## src/rtl/counter_sweep_ctrl.sv

```systemverilog
// Triangle-sweep sequencer for the up/down counter: lo -> hi -> lo for N periods or continuously.
// Optional turning-point dwell states are built in when SWEEP_DWELL_EN is defined.
module counter_sweep_ctrl #(
   parameter int WIDTH  = 4,
   parameter int PCNT_W = 8
) (
   input  logic              clk,
   input  logic              rst_n,
   input  logic              start,
   input  logic              stop,
   input  logic              continuous,
   input  logic [PCNT_W-1:0] num_periods,
   input  logic [WIDTH-1:0]  lo_bound,
   input  logic [WIDTH-1:0]  hi_bound,
   input  logic [WIDTH-1:0]  dwell,
   input  logic [WIDTH-1:0]  count_in,
   input  logic              max_count,
   input  logic              zero,
   output logic              load_n,
   output logic              up_down,
   output logic              ce,
   output logic [WIDTH-1:0]  data_load,
   output logic              busy,
   output logic              done,
   output logic              err,
   output logic [PCNT_W-1:0] periods_done
);

`ifdef SWEEP_DWELL_EN
   typedef enum logic [2:0] {
      S_IDLE   = 3'd0,
      S_LOAD   = 3'd1,
      S_UP     = 3'd2,
      S_DOWN   = 3'd3,
      S_PEAK   = 3'd4,
      S_TROUGH = 3'd5
   } state_t;
`else
   typedef enum logic [1:0] {
      S_IDLE = 2'd0,
      S_LOAD = 2'd1,
      S_UP   = 2'd2,
      S_DOWN = 2'd3
   } state_t;
`endif

   state_t              r_state;
   state_t              w_next_state;
   logic [WIDTH-1:0]    r_lo;
   logic [WIDTH-1:0]    r_hi;
   logic [PCNT_W-1:0]   r_num;
   logic                r_cont;
   logic [PCNT_W-1:0]   r_periods_done;
   logic                r_done;
   logic                r_err;

   logic                w_start_ok;
   logic                w_at_hi;
   logic                w_at_lo;
   logic [PCNT_W:0]     w_pd_inc;
   logic                w_more;
   logic                w_accept;
   logic                w_period_end;
   logic                w_done_nxt;
   logic                w_err_nxt;
   logic                w_ce;
   logic                w_up_down;
   logic                w_load_n;

`ifdef SWEEP_DWELL_EN
   logic [WIDTH-1:0]    r_dwell;
   logic [WIDTH-1:0]    r_dwell_cnt;
   logic                w_dwell_load;
   logic                w_dwell_dec;
`else
   logic                w_dwell_unused;
   assign w_dwell_unused = ^dwell;
`endif

   assign w_start_ok = (lo_bound < hi_bound) && (continuous || (num_periods != {PCNT_W{1'b0}}));
   // max_count/zero act as backstops so a bad bound can never make the counter wrap
   assign w_at_hi    = (count_in == r_hi) || max_count;
   assign w_at_lo    = (count_in == r_lo) || zero;
   assign w_pd_inc   = {1'b0, r_periods_done} + {{PCNT_W{1'b0}}, 1'b1};
   assign w_more     = (w_pd_inc < {1'b0, r_num});

   // Next-state and Mealy counter-control decode
   always_comb begin
      w_next_state = r_state;
      w_ce         = 1'b0;
      w_up_down    = 1'b1;
      w_load_n     = 1'b1;
      w_accept     = 1'b0;
      w_period_end = 1'b0;
      w_done_nxt   = 1'b0;
      w_err_nxt    = 1'b0;
`ifdef SWEEP_DWELL_EN
      w_dwell_load = 1'b0;
      w_dwell_dec  = 1'b0;
`endif
      case (r_state)
         S_IDLE: begin
            if (start) begin
               if (w_start_ok) begin
                  w_accept     = 1'b1;
                  w_next_state = S_LOAD;
               end else begin
                  w_err_nxt    = 1'b1;
               end
            end else begin
               w_next_state = S_IDLE;
            end
         end
         S_LOAD: begin
            if (stop) begin
               w_next_state = S_IDLE;
            end else begin
               w_load_n     = 1'b0;
               w_next_state = S_UP;
            end
         end
         S_UP: begin
            if (stop) begin
               w_next_state = S_IDLE;
            end else if (w_at_hi) begin
`ifdef SWEEP_DWELL_EN
               if (r_dwell != {WIDTH{1'b0}}) begin
                  w_dwell_load = 1'b1;
                  w_next_state = S_PEAK;
               end else begin
                  w_ce         = 1'b1;
                  w_up_down    = 1'b0;
                  w_next_state = S_DOWN;
               end
`else
               w_ce         = 1'b1;
               w_up_down    = 1'b0;
               w_next_state = S_DOWN;
`endif
            end else begin
               w_ce      = 1'b1;
               w_up_down = 1'b1;
            end
         end
         S_DOWN: begin
            if (stop) begin
               w_next_state = S_IDLE;
            end else if (w_at_lo) begin
               w_period_end = 1'b1;
               if (r_cont || w_more) begin
`ifdef SWEEP_DWELL_EN
                  if (r_dwell != {WIDTH{1'b0}}) begin
                     w_dwell_load = 1'b1;
                     w_next_state = S_TROUGH;
                  end else begin
                     w_ce         = 1'b1;
                     w_up_down    = 1'b1;
                     w_next_state = S_UP;
                  end
`else
                  w_ce         = 1'b1;
                  w_up_down    = 1'b1;
                  w_next_state = S_UP;
`endif
               end else begin
                  w_done_nxt   = 1'b1;
                  w_next_state = S_IDLE;
               end
            end else begin
               w_ce      = 1'b1;
               w_up_down = 1'b0;
            end
         end
`ifdef SWEEP_DWELL_EN
         S_PEAK: begin
            if (stop) begin
               w_next_state = S_IDLE;
            end else if (r_dwell_cnt == {WIDTH{1'b0}}) begin
               w_ce         = 1'b1;
               w_up_down    = 1'b0;
               w_next_state = S_DOWN;
            end else begin
               w_dwell_dec  = 1'b1;
            end
         end
         S_TROUGH: begin
            if (stop) begin
               w_next_state = S_IDLE;
            end else if (r_dwell_cnt == {WIDTH{1'b0}}) begin
               w_ce         = 1'b1;
               w_up_down    = 1'b1;
               w_next_state = S_UP;
            end else begin
               w_dwell_dec  = 1'b1;
            end
         end
`endif
         default: begin
            w_next_state = S_IDLE;
         end
      endcase
   end

   // State, run configuration and status registers
   always_ff @(posedge clk) begin
      if (!rst_n) begin
         r_state        <= S_IDLE;
         r_lo           <= {WIDTH{1'b0}};
         r_hi           <= {WIDTH{1'b0}};
         r_num          <= {PCNT_W{1'b0}};
         r_cont         <= 1'b0;
         r_periods_done <= {PCNT_W{1'b0}};
         r_done         <= 1'b0;
         r_err          <= 1'b0;
      end else begin
         r_state <= w_next_state;
         r_done  <= w_done_nxt;
         r_err   <= w_err_nxt;
         if (w_accept) begin
            r_lo           <= lo_bound;
            r_hi           <= hi_bound;
            r_num          <= num_periods;
            r_cont         <= continuous;
            r_periods_done <= {PCNT_W{1'b0}};
         end else if (w_period_end && (r_periods_done != {PCNT_W{1'b1}})) begin
            r_periods_done <= w_pd_inc[PCNT_W-1:0];
         end else begin
            r_periods_done <= r_periods_done;
         end
      end
   end

`ifdef SWEEP_DWELL_EN
   // Dwell length latch and remaining-hold counter; the turning cycle itself is the first hold cycle
   always_ff @(posedge clk) begin
      if (!rst_n) begin
         r_dwell     <= {WIDTH{1'b0}};
         r_dwell_cnt <= {WIDTH{1'b0}};
      end else begin
         if (w_accept) begin
            r_dwell <= dwell;
         end
         if (w_dwell_load) begin
            r_dwell_cnt <= r_dwell - {{(WIDTH-1){1'b0}}, 1'b1};
         end else if (w_dwell_dec) begin
            r_dwell_cnt <= r_dwell_cnt - {{(WIDTH-1){1'b0}}, 1'b1};
         end
      end
   end
`endif

   assign load_n       = w_load_n;
   assign up_down      = w_up_down;
   assign ce           = w_ce;
   assign data_load    = r_lo;
   assign busy         = (r_state != S_IDLE);
   assign done         = r_done;
   assign err          = r_err;
   assign periods_done = r_periods_done;

endmodule
```

## config.mk

```make
export PLATFORM = sky130hd
export DESIGN_NAME = counter_sweep_ctrl
export DESIGN_NICKNAME = d
export VERILOG_FILES = /design/src/rtl/counter_sweep_ctrl.sv
export SDC_FILE = /design/constraint.sdc
export NUM_CORES = 1
export LEC_CHECK = 0
export ABC_CLOCK_PERIOD_IN_PS = 4200
export CORE_ASPECT_RATIO = 0.9
export CORE_UTILIZATION = 51
export DETAILED_ROUTE_END_ITERATION = 6
export GPL_TIMING_DRIVEN = 0
export PLACE_DENSITY = 0.93
export SLEW_MARGIN = 20
export SYNTH_ARGS = -nofsm -noshare
export SYNTH_HDL_FRONTEND = slang
export SYNTH_SLANG_ARGS = --single-unit
```

## constraint.sdc

```tcl
create_clock -name clk -period 4.2 [get_ports clk]
set_clock_uncertainty 0.15 [all_clocks]
set_input_delay 1.26 -clock clk [delete_from_list [all_inputs] [get_ports clk]]
set_output_delay 1.26 -clock clk [all_outputs]
set_load 0.005 [all_outputs]
```

==> results.yml <==
global_route:
  grt_overflow: 0
  grt_pass1_vias: 1616
  grt_usage_pct: 28.1
  grt_pass1_wl_um: 7470
  grt_max_degree: 11
  grt_antenna_before_repair: 0
cts:
  cts_root_buf: "clkbuf_8"
  cts_tree: "done"
  h-tree-depth: 2
  clk_pin_slew_ns: 0.06
  clk_latency_ns: 0.29
  numClockSinks: 29
  cts_buffer_depth: 2
  cts_made_buffers: 5
routing:
  via_per_inst: 5.61
  routed_wl_um: 4540
  postRouteAntennaNets: 0
  drt_iter0_markers: 116
  drc: 0
  vias: 1581
  wl_per_cell_um: 16.1
  drt_first_pass_iters: 4
critical_path:
  start_kind: "input port"
  arrival_ns: 2.68
  worst-path-buf-inv: 2
  cp.required_ns: 2.79
  cp_max_fo: 2
  worstSetupPathType: "in -> out"
  crit_family: "buffers and inverters"
  slowest_stage: "clkdlybuf4s50_1"
  cp_cell_sequence: "dlygate4sd2_1 -> xnor2_1 -> a41oi_1 -> nand2_1 -> nand3_1 -> clkdlybuf4s50_1"
  critPathCaptureType: "output pin"
  slowest_delay_ns: 0.49
  crit_start: "count_in[0]"
  rr_startpoint: "periods_done[1]"
synthesis:
  synth_top_area_cell: "dfxtp_1"
  netlist_instances: 183
  synth.net_count: 225
  ys_seq_area_share_pct: 34.1
  synth-edff-count: 0
  syn_area_um2: 1700
  yosys_register_bits: 29
  avgSynthCellArea_um2: 9.29
  synth_flop_cell: "dfxtp_1"
  ys_warn_count: 0
  yosys-top-cells-area: "dfxtp_1 34%, mux2i_1 10%, xnor2_1 8.2%"
  async_reset_ff_share_pct: 0
  ys_types: 45
  netlist.area_leader.share_pct: 34.1
layout:
  final_util_pct: 78.0
  final_area_um2: 2430
  syn_to_final_growth_pct: 42.9
  diodes: 0
  fin_cells: 282
  final_nets: 282
  drive_above_1_share_pct: 18.3
pwr:
  power_density_nw_per_um2: 277
  peakVddDrop_mv: 0.157
  leakage_uw: 0.00105
sta:
  worst_slew_pin_slew_ns: 0.449
  fmax_mhz: 244
  layout_min_cycle_time_ns: 4.09
  finalMaxSlewViolations: 0
  finalSetupTns_ns: 0
  setup_viol: 0
  min_period_over_period_pct: 97.4
  relSlewSlack_pct: 70.0
  hold_viol_final: 0
  setup_ws_ns: 0.109
  grt_setup_unrepaired: "false"
floorplan:
  io_pins: 49
  row_count: 19
  die-area_um2: 3570
  die_h_um: 56.8
  fp.dieW_um: 62.9
  core_um2: 3110
  start_util_pct: 54.6
job:
  maxCapViolCount: 0
placement:
  dpl.cell_count: 269
  dpl.hpwl_um: 2810
  dp_slack_ns: -0.247
  routabilityCongestion: 0.827
  numPortBuffers: 44
  place_area_um2: 2190
hold_path:
  hp-class: "reg -> reg"
  hold_path.startpoint: "r_cont"
run_status:
  status: "finished, final reports clean"
## through the flow
| stage | hold slack [ns] | total power (µW) |
|---|---|---|
| after floorplan | 0.287 | 376 |
| after global placement | 0.328 | 427 |
| after detailed placement | 0.334 | 431 |
| after CTS | 0.341 | 669 |
| after global routing | 0.382 | 701 |
| final | 0.344 | 672 |
## layout make-up
cell class	instances	area, µm²
Multi-Input combinational cell	136	1120
Fill cell	192	684
Sequential cell	29	593
Timing Repair Buffer	50	483
Clock buffer	7	86.3
Inverter	14	52.6
Tap cell	42	52.6
Buffer	4	40.0
## sequential cells by signal (all words and copies together), names as in the netlist
register / cells
periods_done: 8
r_num: 8
data_load: 4
r_hi: 4
r_state: 2
done: 1
err: 1
r_cont: 1
## where the power goes
group	leakage, µW	internal (µW)	switching (µW)
combinational	0.000769	77.6	67.3
sequential	0.000239	286	10.5
clock	0.0000443	130	101
## synth_stat cells, types with 4 or more instances
master,instances
ha_1,11
dfxtp_1,29
inv_1,13
nand2_1,9
xnor2_1,16
mux2i_1,17
a21oi_1,6
nor3_1,4
xor2_1,4
nor2_1,27
## worst paths after layout
check	to	slack [ns]	cells after the start
worst max-delay path	up_down	0.11	6
worst min-delay path	done	0.34	1
worst max register to register	r_state[1]	1.81	10
worst min register to register	done	0.34	1
## metal layers
metal	up-vias	GRT usage (%)	wire, µm
met1	760	31.0	1850
met5	-	0	0
li1	745	-	-
met2	58	47.5	2290
met3	18	9.76	246
met4	0	14.6	154
## cells in the final DEF, fill, tap and decap left out, types with 2 or more instances in the layout
cell type        synthesis  layout
nor2_2                   1       2
nand2b_1                 3       2
clkbuf_1                 1       2
dfxtp_1                 29      25
mux2i_1                 17      17
dfxtp_4                  0       3
clkdlybuf4s50_1          0      39
o21ai_0                  3       3
buf_4                    0       6
a21oi_1                  6       4
xnor2_2                  0       3
clkbuf_8                 0       6
nor3_1                   4       3
xor2_1                   4       4
dlygate4sd2_1            0       4
nand4_1                  2       2
nand3_1                  3       2
nor2_1                  27      26
nand2_1                  9       9
inv_1                   13      13
nor3b_2                  3       3
a31oi_1                  2       2
ha_1                    11      10
a21oi_2                  0       2
xnor2_1                 16      13
and3_4                   1       2
## kinds of logic (layout without fill, tap and decap cells)
kind of cell / Yosys count / in the layout / share of synthesized area, %
buf+inv: 18 / 75 / 5.44
fa+ha+maj: 11 / 11 / 8.09
compound gates: 22 / 22 / 9.49
flops: 29 / 29 / 34.1
mux: 17 / 17 / 10.0
simple gates: 66 / 66 / 22.5
xor+xnor: 20 / 20 / 10.3
## what timing repair did
action / CTS / global route
pin swaps: 4 / 6
endpoints found under the setup margin: 2 / 1
setup buffers: 3 / 3
resized for setup: 23 / 5
hold buffers: 0 / 0
Power figures use the tool's default switching activity.
